==> config.mk <==
export PLATFORM = sky130hd
export DESIGN_NAME = rx_sequencer
export DESIGN_NICKNAME = d
export VERILOG_FILES = /design/src/rtl/rx_pkg.sv /design/src/rtl/rx_bit_timer.sv /design/src/rtl/rx_sequencer.sv
export SDC_FILE = /design/constraint.sdc
export NUM_CORES = 1
export LEC_CHECK = 0
export ABC_AREA = 0
export BUFFER_PORTS_ARGS = -buffer_cell sky130_fd_sc_hd__buf_2
export CAP_MARGIN = 20
export CORE_AREA = 2 2 39 41
export DETAILED_ROUTE_END_ITERATION = 16
export DIE_AREA = 0 0 41 43
export PLACE_DENSITY = 0.78
export SYNTH_ARGS = -nofsm -noshare
export SYNTH_HDL_FRONTEND = slang
export SYNTH_SLANG_ARGS = --single-unit
==> constraint.sdc <==
create_clock -name clk -period 4.2 [get_ports clk]
set_input_delay 0.63 -clock clk [delete_from_list [all_inputs] [get_ports clk]]
set_output_delay 0.63 -clock clk [all_outputs]
set_load 0.02 [all_outputs]
==> src/rtl/rx_pkg.sv <==
// -----------------------------------------------------------------------------
// rx_pkg
// Shared types and default constants for the UART receive control path.
//   rx_state_e       : receive sequencer states
//   CLKS_PER_BIT_DEF : default clock cycles per serial bit period
//   NUM_BITS_DEF     : default strobes per frame (8 data bits + stop bit)
// -----------------------------------------------------------------------------
package rx_pkg;

    typedef enum logic [1:0] {
        IDLE   = 2'd0,
        START  = 2'd1,
        SAMPLE = 2'd2,
        CHECK  = 2'd3
    } rx_state_e;

    localparam int CLKS_PER_BIT_DEF = 10;
    localparam int NUM_BITS_DEF     = 9;

endpackage

==> src/rtl/rx_bit_timer.sv <==
// -----------------------------------------------------------------------------
// rx_bit_timer
// Modulo-CLKS_PER_BIT bit-period counter, shared by the receive and transmit
// sides. Counts 0..CLKS_PER_BIT-1 while enabled and wraps.
// Ports:
//   clk     : system clock
//   n_rst   : asynchronous active-low reset
//   clear   : synchronous clear to 0 (wins over enable)
//   enable  : advance the counter this cycle
//   mid_bit : high while enabled and count == CLKS_PER_BIT/2 - 1
//   bit_end : high while enabled and count == CLKS_PER_BIT - 1 (wrap cycle)
// -----------------------------------------------------------------------------
module rx_bit_timer #(
    parameter int CLKS_PER_BIT = 10
) (
    input  logic clk,
    input  logic n_rst,
    input  logic clear,
    input  logic enable,
    output logic mid_bit,
    output logic bit_end
);

    localparam int W = $clog2(CLKS_PER_BIT);
    localparam logic [W-1:0] MID  = W'(CLKS_PER_BIT / 2 - 1);
    localparam logic [W-1:0] LAST = W'(CLKS_PER_BIT - 1);

    logic [W-1:0] count_d, count_q;

    // NOTE: every variable written here gets its default first, so no path
    // through the block leaves it unassigned and no latch is inferred.
    always_comb begin
        count_d = count_q;
        if (clear) begin
            count_d = '0;
        end else if (enable) begin
            count_d = (count_q == LAST) ? '0 : count_q + W'(1);
        end
    end

    // NOTE: state is updated with non-blocking assignments so every flop
    // samples its inputs from the same edge regardless of block ordering.
    always_ff @(posedge clk or negedge n_rst) begin
        if (!n_rst) begin
            count_q <= '0;
        end else begin
            count_q <= count_d;
        end
    end

    assign mid_bit = enable && (count_q == MID);
    assign bit_end = enable && (count_q == LAST);

endmodule

==> src/rtl/rx_sequencer.sv <==
// -----------------------------------------------------------------------------
// rx_sequencer
// UART receive control: detects the start bit on the synchronized line, times
// each bit period, strobes the 9-bit receive shift register at mid-bit, then
// checks the captured stop bit and either loads the receive buffer or raises a
// sticky framing error.
// Ports:
//   clk           : system clock
//   n_rst         : asynchronous active-low reset
//   serial_in     : synchronized serial line, idle high
//   stop_bit      : MSB of the shift register (captured stop bit)
//   shift_strobe  : one-cycle shift enable for the receive shift register
//   load_buffer   : one-cycle receive buffer load command
//   framing_error : sticky, last frame had stop bit 0
//   busy          : high from start detection until the frame is checked
// Build option:
//   RX_START_GLITCH_FILTER_EN : re-sample the line at the middle of the start
//   bit and abandon the frame if it has returned high.
// -----------------------------------------------------------------------------
module rx_sequencer
    import rx_pkg::*;
#(
    parameter int CLKS_PER_BIT = CLKS_PER_BIT_DEF,
    parameter int NUM_BITS     = NUM_BITS_DEF
) (
    input  logic clk,
    input  logic n_rst,
    input  logic serial_in,
    input  logic stop_bit,
    output logic shift_strobe,
    output logic load_buffer,
    output logic framing_error,
    output logic busy
);

    localparam int BW = $clog2(NUM_BITS + 1);
    localparam logic [BW-1:0] LAST_BIT = BW'(NUM_BITS - 1);

    rx_state_e     state_d, state_q;
    logic [BW-1:0] bit_cnt_d, bit_cnt_q;
    logic          prev_line_d, prev_line_q;
    logic          framing_error_d, framing_error_q;

    logic timer_clear;
    logic timer_en;
    logic mid_bit;
    logic bit_end;

    rx_bit_timer #(
        .CLKS_PER_BIT (CLKS_PER_BIT)
    ) u_bit_timer (
        .clk     (clk),
        .n_rst   (n_rst),
        .clear   (timer_clear),
        .enable  (timer_en),
        .mid_bit (mid_bit),
        .bit_end (bit_end)
    );

    always_comb begin
        state_d         = state_q;
        bit_cnt_d       = bit_cnt_q;
        prev_line_d     = serial_in;
        framing_error_d = framing_error_q;
        timer_clear     = 1'b0;
        timer_en        = 1'b0;
        shift_strobe    = 1'b0;
        load_buffer     = 1'b0;

        case (state_q)
            IDLE: begin
                // Holding the timer at 0 means it starts the start bit at 0.
                timer_clear = 1'b1;
                // Requiring a high previous sample keeps a held-low line
                // (break) from retriggering a frame.
                if (prev_line_q && !serial_in) begin
                    state_d         = START;
                    bit_cnt_d       = '0;
                    framing_error_d = 1'b0;
                end
            end

            START: begin
                timer_en = 1'b1;
`ifdef RX_START_GLITCH_FILTER_EN
                if (mid_bit && serial_in) begin
                    state_d = IDLE;
                end else if (bit_end) begin
                    state_d = SAMPLE;
                end
`else
                if (bit_end) begin
                    state_d = SAMPLE;
                end
`endif
            end

            SAMPLE: begin
                timer_en = 1'b1;
                if (mid_bit) begin
                    shift_strobe = 1'b1;
                    bit_cnt_d    = bit_cnt_q + BW'(1);
                    if (bit_cnt_q == LAST_BIT) begin
                        state_d = CHECK;
                    end
                end
            end

            CHECK: begin
                // The shift register took the stop bit on the last strobe
                // edge, so stop_bit is already valid in this cycle.
                timer_clear = 1'b1;
                if (stop_bit) begin
                    load_buffer = 1'b1;
                end else begin
                    framing_error_d = 1'b1;
                end
                state_d = IDLE;
            end

            default: begin
                state_d = IDLE;
            end
        endcase
    end

    always_ff @(posedge clk or negedge n_rst) begin
        if (!n_rst) begin
            state_q         <= IDLE;
            bit_cnt_q       <= '0;
            prev_line_q     <= 1'b1;
            framing_error_q <= 1'b0;
        end else begin
            state_q         <= state_d;
            bit_cnt_q       <= bit_cnt_d;
            prev_line_q     <= prev_line_d;
            framing_error_q <= framing_error_d;
        end
    end

    assign framing_error = framing_error_q;
    assign busy          = (state_q != IDLE);

endmodule

Word level (Yosys, flattened, before mapping)
Index checks and enable logic that the tools add are counted.

Bits in registers: 12. Input bits: 4. Logic and storage cells: 52.

$add $sub $neg: 2. Equality and inequality tests: 11. Mux-type cells: 20. Reductions and logical operators: 14.

Operator list (number): 2-to-1 mux 4 bit (5); inequality test 2 bit, second input constant (5); adder 4 x 1 -> 4 bit, second input constant (2); equality test 4 bit, second input constant (2); 2-to-1 mux 1 bit (8); 2-to-1 mux 2 bit (4); one-hot mux 2 bit (4 select lines) (1); one-hot mux 4 bit (2 select lines) (1); nonzero test 2 bit (4); AND reduction 3 bit (2); equality test 2 bit, second input constant (2); equality test 4 x 3 -> 1 bit, second input constant (1); AND reduction 4 bit (1); OR reduction 2 bit (2); logical AND 1 bit (3); equality test 2 x 1 -> 1 bit, second input constant (1); logical NOT 2 bit (1); one-hot mux 1 bit (2 select lines) (1); logical NOT 1 bit (1).

Longest topological paths before layout
Gate-level depths: netlist (run 1).

Depth in word-level cells: 6. Gate-level depth with buffers: 6. Gate-level depth less buffers: 6.

By module
Synthesis (run 1) repeated with hierarchy kept, for this count alone.

Cell total of the unflattened synthesis: 84. Area total of the unflattened synthesis: 775.7 µm².

By module, submodules not included: rx_sequencer (instances 1, cells an instance 54, area an instance 516.7 µm², seq. area each 201.4 µm²); rx_bit_timer (instances 1, cells an instance 30, area an instance 259.0 µm², seq. area each 100.1 µm²).

Worst setup path after synthesis (run 1)
No wires, ideal clock.

Kind: register to output. From: register state_q[1]. To: output shift_strobe. Data arrival time: 1.383 ns. Data required time: 3.570 ns. Path slack: 2.187 ns. Cell stages (with the launch flop): 6. Buffers on the path: 0. Cell sequence: dfrtp_1 inv_1 ha_1 nand4bb_4 nor2_1 and2_1.

Cells in the longest elaborated chain, start to end: 6. Elaborated cells on any way between the ends: 7. Classes of those cells: 2 x eq/ne; 3 x mux; 2 x reduce/logical.

Ends and longest elaborated chain: start: declaration (line rx_sequencer.sv:39) `rx_state_e state_d, state_q;`; start signal: assignment (line rx_sequencer.sv:134) `state_q <= state_d;`; equality test 2 bit / equality test 2 x 1 -> 1 bit (equally long branches) (line rx_sequencer.sv:70) `case (state_q)`; OR reduction 2 bit (no source line); 2-to-1 mux 1 bit (line rx_sequencer.sv:70); logical AND 1 bit (line rx_bit_timer.sv:51) `assign mid_bit = enable && (count_q == MID);`; 2-to-1 mux 1 bit (line rx_sequencer.sv:100) `if (mid_bit) begin`; 2-to-1 mux 1 bit * (line rx_sequencer.sv:70); end: declaration (line rx_sequencer.sv:30) `output logic shift_strobe,`.

Mark *: on every way between the ends. The rest lies on a longest branch, timed or not.

Final worst setup path (run 1)
Same ends and word-level chain as after synthesis.

==> impl_metrics.yaml, run 1 <==
cells_and_area:
  syn_to_final_growth_pct: 11.53
  multi_input_area_sq_um: 427.9
  final_nets: 96
  mostFrequentLayoutCell: "dfrtp_1"
  register_area_sq_um: 301.5
  fillers: 132
  antenna_cells: 0
  drive_above_1_share_pct: 19.05
  mostFrequentLayoutCells: "dfrtp_1, inv_1, nand2_1, ha_1, buf_2"
clock_network:
  ctsHoldBuffers: 0
  numCtsBuffers: 3
  cts-resized-gates: 0
  clk_pin_slew_ns: 0.08
  cts_root_buf: "clkbuf_4"
  cts.sinks: 12
  htree_levels: 1
  cts_buffer_depth: 2
  cts_tree: "built"
  insertion_delay_ns: 0.28
  post-cts-setup-buffers: 0
grt:
  grt_start_max_net_pins: 13
  grtUsageTotal_pct: 18.19
  grt_pass1_vias: 505
  grt_antenna_before_repair: 0
  grt_pass1_wl_mm: 2.111
  overflow: 0
route:
  ant_nets: 0
  first_pass_iters: 3
  drc: 0
  vias_per_cell: 5.500
  num_vias: 550
  drt_wl_total_mm: 1.317
  drtIter0Drc: 5
  wl_per_cell_um: 13.17
critical_path:
  crit_slowest_cell: "ha_1"
  cp.required_ns: 3.57
  crit_arrival_ns: 1.91
  cp_cell_sequence: "inv_1, ha_1, nand4bb_4, nor2_1, and2_1, buf_2"
  critPathCaptureType: "output port"
  cp_max_fo: 7
  worst-path-buf-inv: 2
  max_stage_delay_ns: 0.42
  worstSetupPathType: "flip-flop to output port"
  crit_family: "simple AND/OR/NAND/NOR gates"
  cp-start-kind: "flip-flop"
power_and_ir_drop:
  powerDensity_nw_per_um2: 253.8
  peakVddDrop_mv: 0.1976
  p_leak_nw: 0.4117
status:
  status: "completed"
place:
  portBuffers: 7
  gp_congestion: 0.7419
  dp_hpwl_mm: 1.031
sta:
  slew_headroom_pct: 66.56
  holdWs_ns: 0.2121
  finalCriticalPeriod_ns: 2.537
  setup_tns_ns: 0
  slew_viol_final: 0
  grt_setup_unrepaired: "false"
  clock_skew_ns: 0.005436
  finalCritPeriodShare_pct: 60.41
  hold_viol: 0
  finalSetupViolCount: 0
  max_freq_mhz: 394.1
  worst-slew-pin-transition_ns: 0.4964
synth:
  synth_nets: 85
  synth-seq-cells: 12
  ys_warn_count: 0
  synth_area_leaders: "dfrtp_1, ha_1, nand4bb_4"
  synth_top_area_share_pct: 36.24
  avgSynthCellArea_sq_um: 10.26
  syn_area_sq_um: 759.5
  synth-main-ff-cell: "dfrtp_1"
  synth_cells: 74
  synthArstFlopShare_pct: 100.0
  ys_seq_area_share_pct: 39.70
  synth_edf_count: 0
  synth.largest_area_cell: "dfrtp_1"
  synthDistinctLibCells: 30
floorplanning:
  dieArea_sq_um: 1763
  core_area_sq_um: 1384
  dieHeight_um: 43
  ios: 8
  initial_utilization_pct: 54.88
  rows: 14
  die_w_um: 41
job:
  cap_violations: 0
worst_hold_path:
  hold_path_class: "input pin to asynchronous set/reset pin"
## cells in the mapped netlist, types with 2 or more instances
master and number:
o21ai_0 4, nor2b_1 2, mux2i_1 2, ha_1 7
nor2_1 2, and2_1 4, nand2b_1 2, inv_1 7
nand2_1 7, dfrtp_1 11, a22o_1 3, nand3_1 2
a21oi_1 4
## metrics by stage
stage	utilization (%)	total power [mW]	worst slack, ns	cells	cell area (sq um)
after global placement	58.59	0.1236	2.026	96	810.8
after global routing	61.21	0.2209	1.526	100	847.1
after CTS	61.21	0.2163	1.670	100	847.1
after detailed placement	58.59	0.1236	1.986	96	810.8
final	61.21	0.2150	1.663	100	847.1
after floorplan	-	0.1198	2.187	74	759.5
## worst reg2reg max path, delay by kind of cell, from the launching register on
family,cells,cell delay [ns]
multiplexers,1,0.36
adder cells (fa/ha/maj),1,0.42
buffers and inverters,1,0.10
AO/OA/AOI/OAI,1,0.18
flip-flops,1,0.40
AND/OR/NAND/NOR,2,0.45
## worst paths after layout
check | cells past startpoint | startpoint | endpoint | slack, ns
worst max-delay path | 6 | state_q[1] | shift_strobe | 1.66
worst min-delay path | 1 | n_rst | framing_error | 0.21
worst max register to register | 6 | state_q[1] | bit_cnt_q[3] | 2.15
worst min register to register | 1 | bit_cnt_q[1] | bit_cnt_q[1] | 0.58
max in group asynchronous | 1 | n_rst | prev_line_q | 3.72
min in group clk | 1 | serial_in | prev_line_q | 0.45
## layer usage
layer | wire length (um) | track usage (%) | up-vias
met5 | 0 | 0 | -
met4 | 19 | 10.00 | 0
met3 | 37 | 3.141 | 2
met2 | 668 | 30.00 | 5
met1 | 591 | 20.74 | 263
li1 | - | - | 280
## state kept, by name, indices dropped and copies added (netlist names)
register	cells
framing_error	1
state_q	2
bit_cnt_q	4
prev_line_q	1
u_bit_timer.count_q	4
## cell families after synthesis
group	share of synthesized area, %
AOI/OAI and AO/OA	18.62
xor gates and xnor gates	1.153
adders and majority gates	11.53
buffers and inverters	3.954
DFF	39.70
muxes	6.095
and+or+nand+nor	18.95
## power by group
group	leakage [nW]	switching [mW]	internal (mW)	total, mW
registers	0.144	0.000132	0.116	0.116
clock network	0.0210	0.0410	0.0528	0.0938
logic	0.246	0.00329	0.00149	0.00478
## layout make-up
class                      count  area share [%]
inverter                       7           3.102
sequential                    12           35.60
timing repair buffer           7           4.136
clock buffer                   4           4.284
tap                           16           2.363
multi-input combinational     54           50.52
Note: power is estimated with default switching activity, not from simulation.
==> inputs of run 2 (changes only) <==
--- a/config.mk
+++ b/config.mk
@@ -5,13 +5,13 @@
 export SDC_FILE = /design/constraint.sdc
 export NUM_CORES = 1
 export LEC_CHECK = 0
-export ABC_AREA = 0
+export ABC_AREA = 1
 export BUFFER_PORTS_ARGS = -buffer_cell sky130_fd_sc_hd__buf_2
 export CAP_MARGIN = 20
-export CORE_AREA = 2 2 39 41
+export CORE_MARGIN = 2
+export CORE_UTILIZATION = 55
 export DETAILED_ROUTE_END_ITERATION = 16
-export DIE_AREA = 0 0 41 43
-export PLACE_DENSITY = 0.78
+export PLACE_DENSITY = 0.75
 export SYNTH_ARGS = -nofsm -noshare
 export SYNTH_HDL_FRONTEND = slang
 export SYNTH_SLANG_ARGS = --single-unit
==> constraint.sdc (replaced) <==
create_clock -name clk -period 2.4 [get_ports clk]
set_input_delay 0.36 -clock clk [delete_from_list [all_inputs] [get_ports clk]]
set_output_delay 0.36 -clock clk [all_outputs]
set_load 0.02 [all_outputs]
==> run 2 against run 1 <==
Effect of this change:
- sequential share of layout area increased by 0.64 points
- first-iteration DRC count increased to 3.6 times the previous value
- sequential power increased to 2.6 times the previous value
- via count increased by 1.8%
- worst setup slack got worse by 1.3 ns
- die area decreased by 7.1%
- clock skew decreased by 0.0021 ns
- count of clock-buffer cells in the layout unchanged
- clock power increased by 74%
- cell count increased by 15%
- global-route usage increased by 0.77 points
- total power increased to 4.3 times the previous value
==> impl_metrics.yaml, run 2 <==
clock_network:
  cts_root_buf: "clkbuf_4"
  cts_tree: "built"
  clk_pin_slew_ns: 0.08
  cts.sinks: 12
  htree_levels: 1
  post-cts-setup-buffers: 0
  cts_buffer_depth: 2
  numCtsBuffers: 3
  cts-resized-gates: 0
  insertion_delay_ns: 0.27
critical_path:
  crit_family: "flip-flops"
  critPathCaptureType: "output port"
  worstReg2RegEnd: "bit_cnt_q[1]"
  worst-path-buf-inv: 2
  cp.required_ns: 2.04
  worstSetupPathType: "flip-flop to output port"
  worstReg2RegStart: "state_q[0]"
  worst_r2r_path_depth: 7
  crit_arrival_ns: 1.64
  cp_max_fo: 5
  cp_cell_sequence: "inv_1, ha_1, nand3_2, nor2_4, buf_2"
  cp-start-kind: "flip-flop"
  max_stage_delay_ns: 0.40
  crit_slowest_cell: "dfrtp_1"
  reg2reg_setup_slack_ns: 0.91
sta:
  holdWs_ns: 0.1903
  worst-slew-pin-transition_ns: 0.2812
  slew_headroom_pct: 81.25
  slew_viol_final: 0
  setup_tns_ns: 0
  max_freq_mhz: 499.8
  grt_setup_unrepaired: "false"
  finalCriticalPeriod_ns: 2.001
  finalCritPeriodShare_pct: 83.37
  hold_viol: 0
  finalSetupViolCount: 0
  clock_skew_ns: 0.003306
power_and_ir_drop:
  peakVddDrop_mv: 0.6341
  internal_power_mw: 0.5043
  p_seq_share_pct: 32.2
  power_frac_clock_pct: 17.7
  p_sw_mw: 0.4169
  comb_power_share_pct: 50.1
  p_leak_nw: 0.4431
  p_sw_share_pct: 45.25
  powerDensity_nw_per_um2: 1107
floorplanning:
  core_area_sq_um: 1269
  dieHeight_um: 40.48
  dieArea_sq_um: 1639
  ios: 8
  initial_utilization_pct: 57.69
  rows: 13
  die_w_um: 40.48
synth:
  synth_nets: 99
  synth_area_leaders: "dfrtp_1, ha_1, nand2_1"
  synth_edf_count: 0
  synth_common_cells: "nand2_1, inv_1, dfrtp_1"
  ys_seq_area_share_pct: 41.20
  synthDistinctLibCells: 22
  synthArstFlopShare_pct: 100.0
  synth_top_area_share_pct: 37.61
  synth.largest_area_cell: "dfrtp_1"
  syn_area_sq_um: 732.0
  ys_warn_count: 0
  avgSynthCellArea_sq_um: 8.318
  synth_cells: 88
  synth_most_common_cell: "nand2_1"
  synth-main-ff-cell: "dfrtp_1"
  synth-seq-cells: 12
cells_and_area:
  fillers: 110
  drive_above_1_share_pct: 24.00
  mostFrequentLayoutCells: "nand2_1, inv_1, dfrtp_1"
  antenna_cells: 0
  final_nets: 112
  final_cells: 115
  mostFrequentLayoutCell: "nand2_1"
  top_regs: "bit_cnt_q x4, u_bit_timer.count_q x4, state_q x2"
  syn_to_final_growth_pct: 13.68
worst_hold_path:
  hold_path_class: "input pin to flip-flop"
  min_from: "serial_in"
  worst_hold_path.endpoint: "prev_line_q"
  holdPathStages: 1
grt:
  overflow: 0
  grtUsageTotal_pct: 18.97
  grt_pass1_vias: 511
  grt_start_max_net_pins: 13
  grt_antenna_before_repair: 0
  grt_pass1_wl_mm: 2.014
route:
  vias_per_cell: 4.870
  ant_nets: 0
  wl_per_cell_um: 11.10
  drt_wl_total_mm: 1.277
  first_pass_iters: 4
  num_vias: 560
  drtIter0Drc: 18
  drc: 0
place:
  dp_hpwl_um: 963.6
  gp_congestion: 0.7520
  portBuffers: 7
  placedCellCount: 110
job:
  cap_violations: 0
status:
  status: "completed"
-- run 2: what timing repair did --
action                     4_1_cts  5_1_grt
hold endpoints to repair        11        0
hold buffers                     1        0
setup endpoints to repair        0        0
-- run 2: power by group through the flow --
stage	logic, mW	clock network [mW]	registers (mW)
5_1_grt	0.526	0.176	0.301
2_1_floorplan	0.358	0	0.300
4_1_cts	0.466	0.166	0.294
3_5_place_dp	0.462	0	0.299
6_report	0.461	0.163	0.296
3_3_place_gp	0.453	0	0.296
-- run 2: area by class of cell --
cell class	count	area (sq um)	share of cell area [%]
Clock buffer	4	36.28	4.361
Inverter	15	56.30	6.767
Multi-Input combinational cell	61	374.1	44.96
Sequential cell	12	301.5	36.24
Tap cell	15	18.77	2.256
Timing Repair Buffer	8	45.04	5.414
-- run 2: cell families after synthesis --
family	synth area share, %
simple gates	30.94
buf+inv	7.692
flops	41.20
compound gates	5.812
fa+ha+maj	11.97
xor+xnor	2.394
-- run 2: through the flow --
step	setup slack [ns]	instance area (sq um)	total power [mW]	util, %
CTS	0.4033	832.0	0.9262	65.58
finish	0.3990	832.0	0.9212	65.58
floorplan	0.9125	732.0	0.6581	-
detailed placement	0.7099	785.8	0.7603	61.93
global placement	0.7506	785.8	0.7494	61.93
global route	0.2836	832.0	1.003	65.58
-- run 2: worst max path at each step --
stage                   end        from  cells past startpoint  slack (ns)
2_1_floorplan  shift_strobe  state_q[0]                      4        0.91
3_3_place_gp   shift_strobe  state_q[0]                      5        0.75
3_5_place_dp   shift_strobe  state_q[0]                      5        0.71
4_1_cts        shift_strobe  state_q[0]                      5        0.40
5_1_grt        shift_strobe  state_q[0]                      5        0.28
6_report       shift_strobe  state_q[0]                      5        0.40
-- run 2: metal layers --
metal	GRT usage (%)	vias up	part of all wire [%]
met3	3.333	2	3.1
met4	12.50	0	1.1
li1	-	299	-
met5	0	-	0
met2	28.17	13	45
met1	24.83	246	51
==> inputs of run 3 (changes only) <==
==> constraint.sdc (replaced) <==
create_clock -name clk -period 2.1 [get_ports clk]
set_input_delay 0.315 -clock clk [delete_from_list [all_inputs] [get_ports clk]]
set_output_delay 0.315 -clock clk [all_outputs]
set_load 0.02 [all_outputs]
==> run 3 against run 2 <==
Effect of this change:
- routed wire length rose by 0.47%
- first-iteration DRC count fell by 33%
- worst setup slack got worse by 0.26 ns
- sequential power rose by 14%
- largest cell class unchanged
- total power rose by 15%
- global-route usage fell by 0.57 points
- cell count did not move
- utilization did not move
==> impl_metrics.yaml, run 3 (same netlist as run 2, synthesis figures left out) <==
sta:
  grt_setup_unrepaired: "false"
  hold_viol: 0
  finalWorstSetupSlack_ns: 0.1421
  setup_tns_ns: 0
  clock_skew_ns: 0.0007577
  max_freq_mhz: 510.7
  finalCritPeriodShare_pct: 93.23
  finalCriticalPeriod_ns: 1.958
  slew_headroom_pct: 81.41
  holdWs_ns: 0.1397
  finalSetupViolCount: 0
  slew_viol_final: 0
  worst-slew-pin-transition_ns: 0.2789
critical_path:
  worstReg2RegStart: "state_q[0]"
  worstReg2RegEnd: "bit_cnt_q[1]"
  critPathCaptureType: "output port"
  reg2reg_setup_slack_ns: 0.62
  endpoint: "shift_strobe"
  cp-start-kind: "flip-flop"
  cp.required_ns: 1.78
  critPathLaunch: "state_q[0]"
  cp_max_fo: 5
  worstSetupPathType: "flip-flop to output port"
  worst_r2r_path_depth: 7
  crit_arrival_ns: 1.64
floorplanning:
  initial_utilization_pct: 57.69
  core_area_sq_um: 1269
  ios: 8
  rows: 13
  die_w_um: 40.48
  dieHeight_um: 40.48
  dieArea_sq_um: 1639
power_and_ir_drop:
  powerDensity_nw_per_um2: 1272
  peakVddDrop_mv: 0.5790
  p_leak_nw: 0.4431
route:
  drtIter0Drc: 12
  top_layer_used: "met4"
  num_vias: 571
  wl_per_cell_um: 11.16
  vias_per_cell: 4.965
  wl_met1_um: 603
  drc: 0
  first_pass_iters: 4
  wl_met3_um: 38
  ant_nets: 0
  routed-wl-met2_um: 609
  drt_wl_total_mm: 1.283
job:
  cap_violations: 0
place:
  gp_congestion: 0.7703
  portBuffers: 7
  dp_hpwl_um: 971.3
  dp_slack_ns: 0.4566
  placedCellCount: 110
clock_network:
  insertion_delay_ns: 0.28
  clk_pin_slew_ns: 0.08
  numCtsBuffers: 3
  cts_root_buf: "clkbuf_4"
  cts_tree: "built"
  cts-resized-gates: 0
  cts.sinks: 12
  htree_levels: 1
  cts_buffer_depth: 2
cells_and_area:
  final_nets: 112
  antenna_cells: 0
  register_area_sq_um: 301.5
  drive_above_1_share_pct: 24.00
  mostFrequentLayoutCell: "nand2_1"
  multi_input_area_sq_um: 374.1
  syn_to_final_growth_pct: 13.68
  top_regs: "bit_cnt_q x4, u_bit_timer.count_q x4, state_q x2"
  mostFrequentLayoutCells: "nand2_1, inv_1, dfrtp_1"
  fillers: 120
  final_cells: 115
grt:
  grtUsageTotal_pct: 18.39
  overflow: 0
  grt_start_max_net_pins: 13
  grt_pass1_wl_mm: 1.890
  grt_pass1_vias: 491
  grt_antenna_before_repair: 0
worst_hold_path:
  hold_path_class: "input pin to flip-flop"
status:
  status: "completed"
## run 3: cell type report
class,instances,area share (%)
Clock buffer,4,4.361
Inverter,15,6.767
Multi-Input combinational cell,61,44.96
Sequential cell,12,36.24
Tap cell,15,2.256
Timing Repair Buffer,8,5.414
## run 3: how the worst min path moves through the flow
| stage | slack [ns] | depth (start not counted) | start | end |
|---|---|---|---|---|
| final | 0.14 | 1 | serial_in | prev_line_q |
| after global routing | 0.13 | 1 | serial_in | prev_line_q |
| after CTS | 0.13 | 1 | serial_in | prev_line_q |
| after detailed placement | 0.21 | 1 | n_rst | bit_cnt_q[2] |
| after global placement | 0.20 | 1 | n_rst | bit_cnt_q[2] |
| after floorplan | 0.02 | 0 | n_rst | bit_cnt_q[0] |
## run 3: stage by stage
step	util (%)	total power [mW]	cell area, sq um
after floorplan	-	0.7521	732.0
after global placement	61.93	0.8563	785.8
after detailed placement	61.93	0.8717	785.8
after CTS	65.58	1.067	832.0
after global routing	65.58	1.141	832.0
final	65.58	1.058	832.0
## run 3: metal layers
| metal | GRT usage, % | vias up |
|---|---|---|
| met2 | 29.37 | 7 |
| li1 | - | 301 |
| met3 | 3.333 | 4 |
| met5 | 0 | - |
| met1 | 21.09 | 259 |
| met4 | 15.00 | 0 |
## run 3: repair_timing
action / in CTS / in global routing
buffers inserted: 0 / 0
hold buffers: 1 / 0
endpoints found under the hold margin: 11 / 0
## run 3: where the power goes
| group | leakage (nW) | internal, mW | switching (mW) |
|---|---|---|---|
| sequential | 0.158 | 0.285 | 0.0522 |
| clock | 0.0210 | 0.106 | 0.0869 |
| combinational | 0.264 | 0.186 | 0.343 |
## run 3: worst max-delay path: stages, from the launching register on
cell	delay, ns
dfrtp_1	0.41
inv_1	0.10
ha_1	0.37
nand3_2	0.15
nor2_4	0.15
buf_2	0.18
